**config.mk**
```make
export PLATFORM = sky130hd
export DESIGN_NAME = beat_rate_calc
export DESIGN_NICKNAME = d
export VERILOG_FILES = /design/src/rtl/beat_pkg.sv /design/src/rtl/bin_to_bcd3.sv /design/src/rtl/beat_rate_calc.sv
export SDC_FILE = /design/constraint.sdc
export NUM_CORES = 1
export LEC_CHECK = 0
export ABC_CLOCK_PERIOD_IN_PS = 11550
export CAP_MARGIN = 20
export CORE_ASPECT_RATIO = 0.7
export CORE_UTILIZATION = 65
export DETAILED_ROUTE_END_ITERATION = 7
export GPL_TIMING_DRIVEN = 1
export PLACE_DENSITY = 0.8
export SLEW_MARGIN = 20
export SYNTH_ARGS = -nofsm -noshare
export SYNTH_HDL_FRONTEND = slang
export SYNTH_SLANG_ARGS = --single-unit
```
**constraint.sdc**
```tcl
create_clock -name clk -period 11.55 [get_ports clk]
set_clock_uncertainty 0.15 [all_clocks]
set_input_delay 2.31 -clock clk [delete_from_list [all_inputs] [get_ports clk]]
set_output_delay 2.31 -clock clk [all_outputs]
set_load 0.02 [all_outputs]
```
**src/rtl/beat_pkg.sv**
```systemverilog
// Shared types and constants for the beat-rate calculator.
// Holds the FSM state enum, the divider/converter cycle counts,
// the 3-digit BCD type and the add-3 helper used by double-dabble.
package beat_pkg;

  typedef enum logic [2:0] {
    S_IDLE,
    S_LOAD,
    S_DIVIDE,
    S_CONVERT,
    S_UPDATE
  } state_t;

  localparam int DIV_CYCLES = 16;
  localparam int BCD_CYCLES = 8;

  typedef logic [11:0] bcd3_t;

  // Add 3 to every BCD digit that is 5 or more (double-dabble correction).
  function automatic bcd3_t bcd_add3(input bcd3_t d);
    bcd3_t r;
    for (int i = 0; i < 3; i++) begin
      r[i*4 +: 4] = (d[i*4 +: 4] >= 4'd5) ? d[i*4 +: 4] + 4'd3 : d[i*4 +: 4];
    end
    return r;
  endfunction

endpackage

```
**src/rtl/bin_to_bcd3.sv**
```systemverilog
// Sequential 8-bit binary to 3-digit BCD converter (double-dabble).
// A start pulse loads the value and performs the first shift in the
// same clock; the remaining shifts follow one per clock, and done
// pulses for one clock when bcd holds the final result.
module bin_to_bcd3
  import beat_pkg::*;
(
  input  logic        clk,
  input  logic        reset,
  input  logic        start,
  input  logic [7:0]  bin,
  output logic        done,
  output logic [11:0] bcd
);

  localparam logic [2:0] STEPS_AFTER_LOAD = 3'(BCD_CYCLES - 1);

  logic [7:0]  bin_sr;
  logic [2:0]  steps_left;
  logic [11:0] bcd_adj;

  // Digit correction for the current shift step.
  // NOTE: combinational blocks assign every output on every path, so no latch is inferred.
  always_comb begin
    bcd_adj = bcd_add3(bcd);
  end

  // Load on start, then one correct-and-shift step per clock.
  // NOTE: sequential state uses non-blocking assignments so all registers update together.
  always_ff @(posedge clk or posedge reset) begin
    if (reset) begin
      bcd        <= '0;
      bin_sr     <= '0;
      steps_left <= '0;
      done       <= 1'b0;
    end else begin
      done <= 1'b0;
      if (start) begin
        bcd        <= {11'd0, bin[7]};
        bin_sr     <= {bin[6:0], 1'b0};
        steps_left <= STEPS_AFTER_LOAD;
      end else if (steps_left != 3'd0) begin
        bcd        <= {bcd_adj[10:0], bin_sr[7]};
        bin_sr     <= {bin_sr[6:0], 1'b0};
        steps_left <= steps_left - 3'd1;
        if (steps_left == 3'd1) done <= 1'b1;
      end
    end
  end

endmodule

```
**src/rtl/beat_rate_calc.sv**
```systemverilog
// Heart-rate calculator: measures the interval between accepted peak
// edges in sample ticks, divides 60*SAMPLE_RATE by it (restoring, 16
// clks), converts the clamped quotient to BCD (8 clks) and publishes it.
// Optional macro BEAT_AVG_EN averages the last four accepted intervals.
module beat_rate_calc
  import beat_pkg::*;
#(
  parameter int SAMPLE_RATE     = 500,
  parameter int REFRACT_SAMPLES = 150,
  parameter int MAX_SAMPLES     = 1000,
  parameter int LED_TICKS       = 50
) (
  input  logic        clk,
  input  logic        reset,
  input  logic        sample_tick,
  input  logic        peak,
  output logic [11:0] bpm_bcd,
  output logic        bpm_valid,
  output logic        beat_led,
  output logic        no_signal
);

  localparam logic [15:0] DIVIDEND  = 16'(60 * SAMPLE_RATE);
  localparam logic [10:0] CNT_REF   = 11'(REFRACT_SAMPLES);
  localparam logic [10:0] CNT_MAX   = 11'(MAX_SAMPLES);
  localparam logic [10:0] CNT_SAT   = 11'(MAX_SAMPLES + 1);
  localparam int          LED_W     = $clog2(LED_TICKS + 1);
  localparam logic [3:0]  DIV_LAST  = 4'(DIV_CYCLES - 1);

  state_t            state;
  logic              peak_d;
  logic              armed;
  logic              pending;
  logic [10:0]       cnt;
  logic [10:0]       divisor_sel;
  logic [LED_W-1:0]  led_cnt;
  logic              rise, accept, arm_evt, clear, timeout;

  logic [3:0]  div_cnt;
  logic [11:0] rem;
  logic [15:0] quo;
  logic [10:0] dvsr;
  logic [11:0] rem_sh, rem_nx;
  logic [12:0] diff;
  logic [15:0] quo_nx;
  logic        q_bit;
  logic [7:0]  conv_bin;
  logic        conv_start, conv_done;
  logic [11:0] conv_bcd;

  assign rise    = peak & ~peak_d;
  assign accept  = rise & armed & (cnt >= CNT_REF) & (cnt <= CNT_MAX);
  assign arm_evt = rise & ~armed;
  assign clear   = accept | arm_evt;
  assign timeout = armed & ~accept & sample_tick & (cnt == CNT_MAX);

  // Previous peak level for rising-edge detection.
  always_ff @(posedge clk or posedge reset) begin
    if (reset) peak_d <= 1'b0;
    else       peak_d <= peak;
  end

  // Interval counter: clears on arm/accept (to 1 if a tick coincides), saturates at MAX+1.
  always_ff @(posedge clk or posedge reset) begin
    if (reset)                                cnt <= '0;
    else if (clear)                           cnt <= sample_tick ? 11'd1 : 11'd0;
    else if (sample_tick && cnt != CNT_SAT)   cnt <= cnt + 11'd1;
  end

  // Armed flag: set by the first edge, dropped when the interval times out.
  always_ff @(posedge clk or posedge reset) begin
    if (reset)        armed <= 1'b0;
    else if (clear)   armed <= 1'b1;
    else if (timeout) armed <= 1'b0;
  end

  // Pending request: set by an accepted edge, consumed by LOAD or dropped on timeout.
  always_ff @(posedge clk or posedge reset) begin
    if (reset)                               pending <= 1'b0;
    else if (accept)                         pending <= 1'b1;
    else if (timeout || state == S_LOAD)     pending <= 1'b0;
  end

`ifdef BEAT_AVG_EN
  logic [10:0] hist [4];
  logic        fresh;
  logic [12:0] hist_sum;

  // Divisor is the mean of the four most recent accepted intervals.
  always_comb begin
    hist_sum    = 13'(hist[0]) + 13'(hist[1]) + 13'(hist[2]) + 13'(hist[3]);
    divisor_sel = 11'(hist_sum >> 2);
  end

  // Interval history: the first accept after arming fills all four entries.
  // NOTE: the history is small and feeds the divisor directly, so it is reset rather than left undefined.
  always_ff @(posedge clk or posedge reset) begin
    if (reset) begin
      for (int i = 0; i < 4; i++) hist[i] <= '0;
      fresh <= 1'b0;
    end else if (arm_evt) begin
      fresh <= 1'b1;
    end else if (accept) begin
      fresh <= 1'b0;
      if (fresh) begin
        for (int i = 0; i < 4; i++) hist[i] <= cnt;
      end else begin
        hist[3] <= hist[2];
        hist[2] <= hist[1];
        hist[1] <= hist[0];
        hist[0] <= cnt;
      end
    end
  end
`else
  logic [10:0] interval;

  // Latest accepted interval; a newer accept overwrites an unserviced one.
  always_ff @(posedge clk or posedge reset) begin
    if (reset)       interval <= '0;
    else if (accept) interval <= cnt;
  end

  // Divisor is the latest accepted interval.
  always_comb begin
    divisor_sel = interval;
  end
`endif

  // One restoring-division step and the clamped final quotient for the converter.
  always_comb begin
    rem_sh     = {rem[10:0], quo[15]};
    diff       = {1'b0, rem_sh} - {2'b00, dvsr};
    q_bit      = ~diff[12];
    rem_nx     = q_bit ? diff[11:0] : rem_sh;
    quo_nx     = {quo[14:0], q_bit};
    conv_bin   = (quo_nx > 16'd255) ? 8'hFF : quo_nx[7:0];
    conv_start = (state == S_DIVIDE) && (div_cnt == DIV_LAST);
  end

  bin_to_bcd3 u_bcd (
    .clk   (clk),
    .reset (reset),
    .start (conv_start),
    .bin   (conv_bin),
    .done  (conv_done),
    .bcd   (conv_bcd)
  );

  // Control FSM with registered result outputs; a timeout aborts and blanks the display.
  // Results are latched on the edge that enters UPDATE, 26 clks after the accepted edge.
  always_ff @(posedge clk or posedge reset) begin
    if (reset) begin
      state     <= S_IDLE;
      div_cnt   <= '0;
      rem       <= '0;
      quo       <= '0;
      dvsr      <= '0;
      bpm_bcd   <= '0;
      bpm_valid <= 1'b0;
      no_signal <= 1'b1;
    end else if (timeout) begin
      state     <= S_IDLE;
      bpm_bcd   <= '0;
      bpm_valid <= 1'b0;
      no_signal <= 1'b1;
    end else begin
      if (accept) no_signal <= 1'b0;
      case (state)
        S_IDLE: if (pending) state <= S_LOAD;
        S_LOAD: begin
          quo     <= DIVIDEND;
          rem     <= '0;
          dvsr    <= divisor_sel;
          div_cnt <= '0;
          state   <= S_DIVIDE;
        end
        S_DIVIDE: begin
          rem     <= rem_nx;
          quo     <= quo_nx;
          div_cnt <= div_cnt + 4'd1;
          if (div_cnt == DIV_LAST) state <= S_CONVERT;
        end
        S_CONVERT: begin
          if (conv_done) begin
            bpm_bcd   <= conv_bcd;
            bpm_valid <= 1'b1;
            state     <= S_UPDATE;
          end
        end
        S_UPDATE: state <= S_IDLE;
        default:  state <= S_IDLE;
      endcase
    end
  end

  // Beat LED stretch: restarted by every accepted edge, runs LED_TICKS sample ticks.
  always_ff @(posedge clk or posedge reset) begin
    if (reset) begin
      beat_led <= 1'b0;
      led_cnt  <= '0;
    end else if (accept) begin
      beat_led <= 1'b1;
      led_cnt  <= LED_W'(LED_TICKS);
    end else if (sample_tick && led_cnt != '0) begin
      led_cnt <= led_cnt - LED_W'(1);
      if (led_cnt == LED_W'(1)) beat_led <= 1'b0;
    end
  end

endmodule

```
==> impl_metrics.toml <==
[power_and_ir_drop]
p_per_area_nw_per_um2 = 324.9
leakage_nw = 3.107
vdd.ir_drop.worst_mv = 0.1852

[route]
drtPass1Iterations = 5
routed-via-count = 4313
drt-initial-drc-count = 371
drc = 0
drtAntennaViolNets = 0
wirelength_um = 12430
avgViaCountPerCell = 5.900
wl_per_cell_um = 17.00

[global_routing]
grt_first_pass_wirelength_um = 21070
grt_pass1_vias = 4279
grt_antenna_before_repair = 0
overflow = 0
grt_start_max_net_pins = 82
grt_util_all_layers_pct = 29.86

[worst_setup_path]
start_kind = "input pin"
startpoint = "peak"
cp_max_fo = 24
worstReg2RegStart = "quo[15]$_DFFE_PP0P_"
crit_arrival_ns = 4.88
cp.required_ns = 11.70
crit_type = "in -> reg"
cp-end-kind = "flip-flop"

[layout]
antenna_cells = 0
drive_gt1_share_pct = 10.64
seqCellArea_um2 = 2854
multi_input_area_um2 = 2706
fin_area_um2 = 6641
nFillCells = 555
syn_to_final_growth_pct = 14.18
finalNetCount = 630
finalNonFillerCells = 731

[floorplan]
initial_utilization_pct = 68.05
fp-row-count = 28
die_w_um = 115.1
core_um2 = 8548
pin_count = 19
die_h_um = 81.15
dieArea_um2 = 9337

[yosys]
ys_dominant_reg_cell = "dfrtp_1"
syn_inst = 581
synth-seq-cells = 114
synth_top_area_share_pct = 48.61
avgSynthCellArea_um2 = 10.01
synth_edf_count = 0
synth_cell_types = 58
yosysTopAreaCell = "dfrtp_1"
synth_common_cells = "113 x dfrtp_1, 65 x nand2_1, 61 x nor2_1, 46 x o21ai_0, 38 x a21oi_1"
ys_seq_area_share_pct = 49.06
ys_warn_count = 0
synthTopCellsByArea = "dfrtp_1 49%, ha_1 5.8%, nand2_1 4.2%"
ys_async_sr_fraction_pct = 100.0
syn-cell-area_um2 = 5817
syn_nets = 613
synth_most_common_cell = "dfrtp_1"

[hold_path]
min_from = "beat_led$_DFFE_PP0P_"
hold_class = "reg -> reg"

[clock_network]
clk_latency_ns = 0.41
clkSlewWorstSetupHoldPaths_ns = 0.05
htreeDepth = 4
post_cts_resized = 0
ctsHoldBuffers = 0
clock-root-buffer = "clkbuf_16"
postCtsSetupBuffers = 0
tritoncts = "done"
clockBufferDepth = 2
clock_sinks = 114
cts_buffers = 17

[sta]
final.setup.tns_ns = 0
worstMarginPinSlew_ns = 1.068
fmax_ghz = 0.2110
slew_headroom_pct = 28.31
fin_ws_ns = 6.812
fin_crit_sh_pct = 41.03
final_hold_viol_count = 0
slew_violations = 0
setup_viol = 0
period_needed_ns = 4.738
rsz0062_at_grt = "no"

[placed_design]
dp.cells = 699
pre_cts_ws_ns = 6.424
hpwlAfterDp_um = 7972
gp_congestion = 0.8549
io_buffers = 18
dpl_cell_area_um2 = 6032

[status]
status = "finished, final reports clean"

[run]
drv_cap = 0
[where the power goes]
group	switching, mW	internal [mW]
clock	0.182	0.354
sequential	0.155	0.567
combinational	0.501	0.398
[through the flow]
| stage | hold WS [ns] | utilization, % | power (mW) |
|---|---|---|---|
| floorplan | 0.2960 | - | 1.397 |
| detailed placement | 0.3138 | 70.57 | 1.602 |
| global placement | 0.3123 | 70.57 | 1.543 |
| global route | 0.3677 | 77.69 | 2.313 |
| finish | 0.3365 | 77.69 | 2.158 |
| CTS | 0.3358 | 77.65 | 2.159 |
[cells in the final DEF (no fill, tap or decap), drive strengths merged, types with 4 or more instances in the layout]
master,instances
dfrtp,113
nand2,65
nor2,62
o21ai,47
a21oi,38
inv,31
ha,27
clkbuf,22
clkdlybuf4s50,18
mux2,17
xnor2,15
nand2b,13
nand3,13
mux2i,13
xor2,12
a22o,10
nor3,9
nor4,6
clkinv,6
o211ai,5
or3,5
and2,5
nor2b,4
o21a,4
and3,4
[sequential cells by signal (all words and copies together) (netlist names), 7 cells and up]
name          count
rem              11
u_bcd.bcd        12
quo              16
u_bcd.bin_sr      7
bpm_bcd          12
cnt              11
dvsr             11
divisor_sel      11
[area by class of cell]
class | count | area share [%]
clock inverter | 10 | 1.978
multi-input combinational | 413 | 40.75
sequential | 114 | 42.97
clock buffer | 22 | 7.140
inverter | 31 | 1.790
tap | 120 | 2.261
timing repair buffer | 21 | 3.109
[kinds of logic (layout without fill, tap and decap cells)]
family,after synthesis,after routing,synth area share [%]
AOI/OAI and AO/OA,124,124,13.01
xor gates and xnor gates,27,27,4.065
adders and majority gates,28,28,6.152
buffers and inverters,54,84,4.410
DFF,114,114,49.06
muxes,30,30,6.044
and+or+nand+nor,204,204,17.25
[worst max-delay path, cell delays in order]
cell and delay [ns]:
clkdlybuf4s50_1 0.50, nand3b_1 0.12, a21oi_1 0.37, nand3_1 0.71, o21ai_0 0.54, buf_4 0.27
nor2_1 0.06
[per-layer routing]
layer	vias to the layer above	wire length [µm]	track usage (%)
li1	2032	-	-
met1	2161	5643	39.85
met2	95	6106	48.43
met3	25	460	7.015
met4	0	219	10.26
met5	-	0	0
[path summary, 6_finish.rpt]
check | depth (start not counted) | to | slack (ns)
setup / recovery | 7 | cnt[5]$_DFFE_PP0P_ | 6.81
hold / removal | 2 | beat_led$_DFFE_PP0P_ | 0.34
setup reg to reg | 9 | rem[0]$_DFFE_PP0P_ | 8.41
hold reg to reg | 2 | beat_led$_DFFE_PP0P_ | 0.34
max in group asynchronous | 3 | u_bcd.bin_sr[6]$_DFFE_PP0P_ | 8.10
min in group asynchronous | 2 | bpm_valid$_DFFE_PP0P_ | 2.10
(Power assumes the default switching activity.)
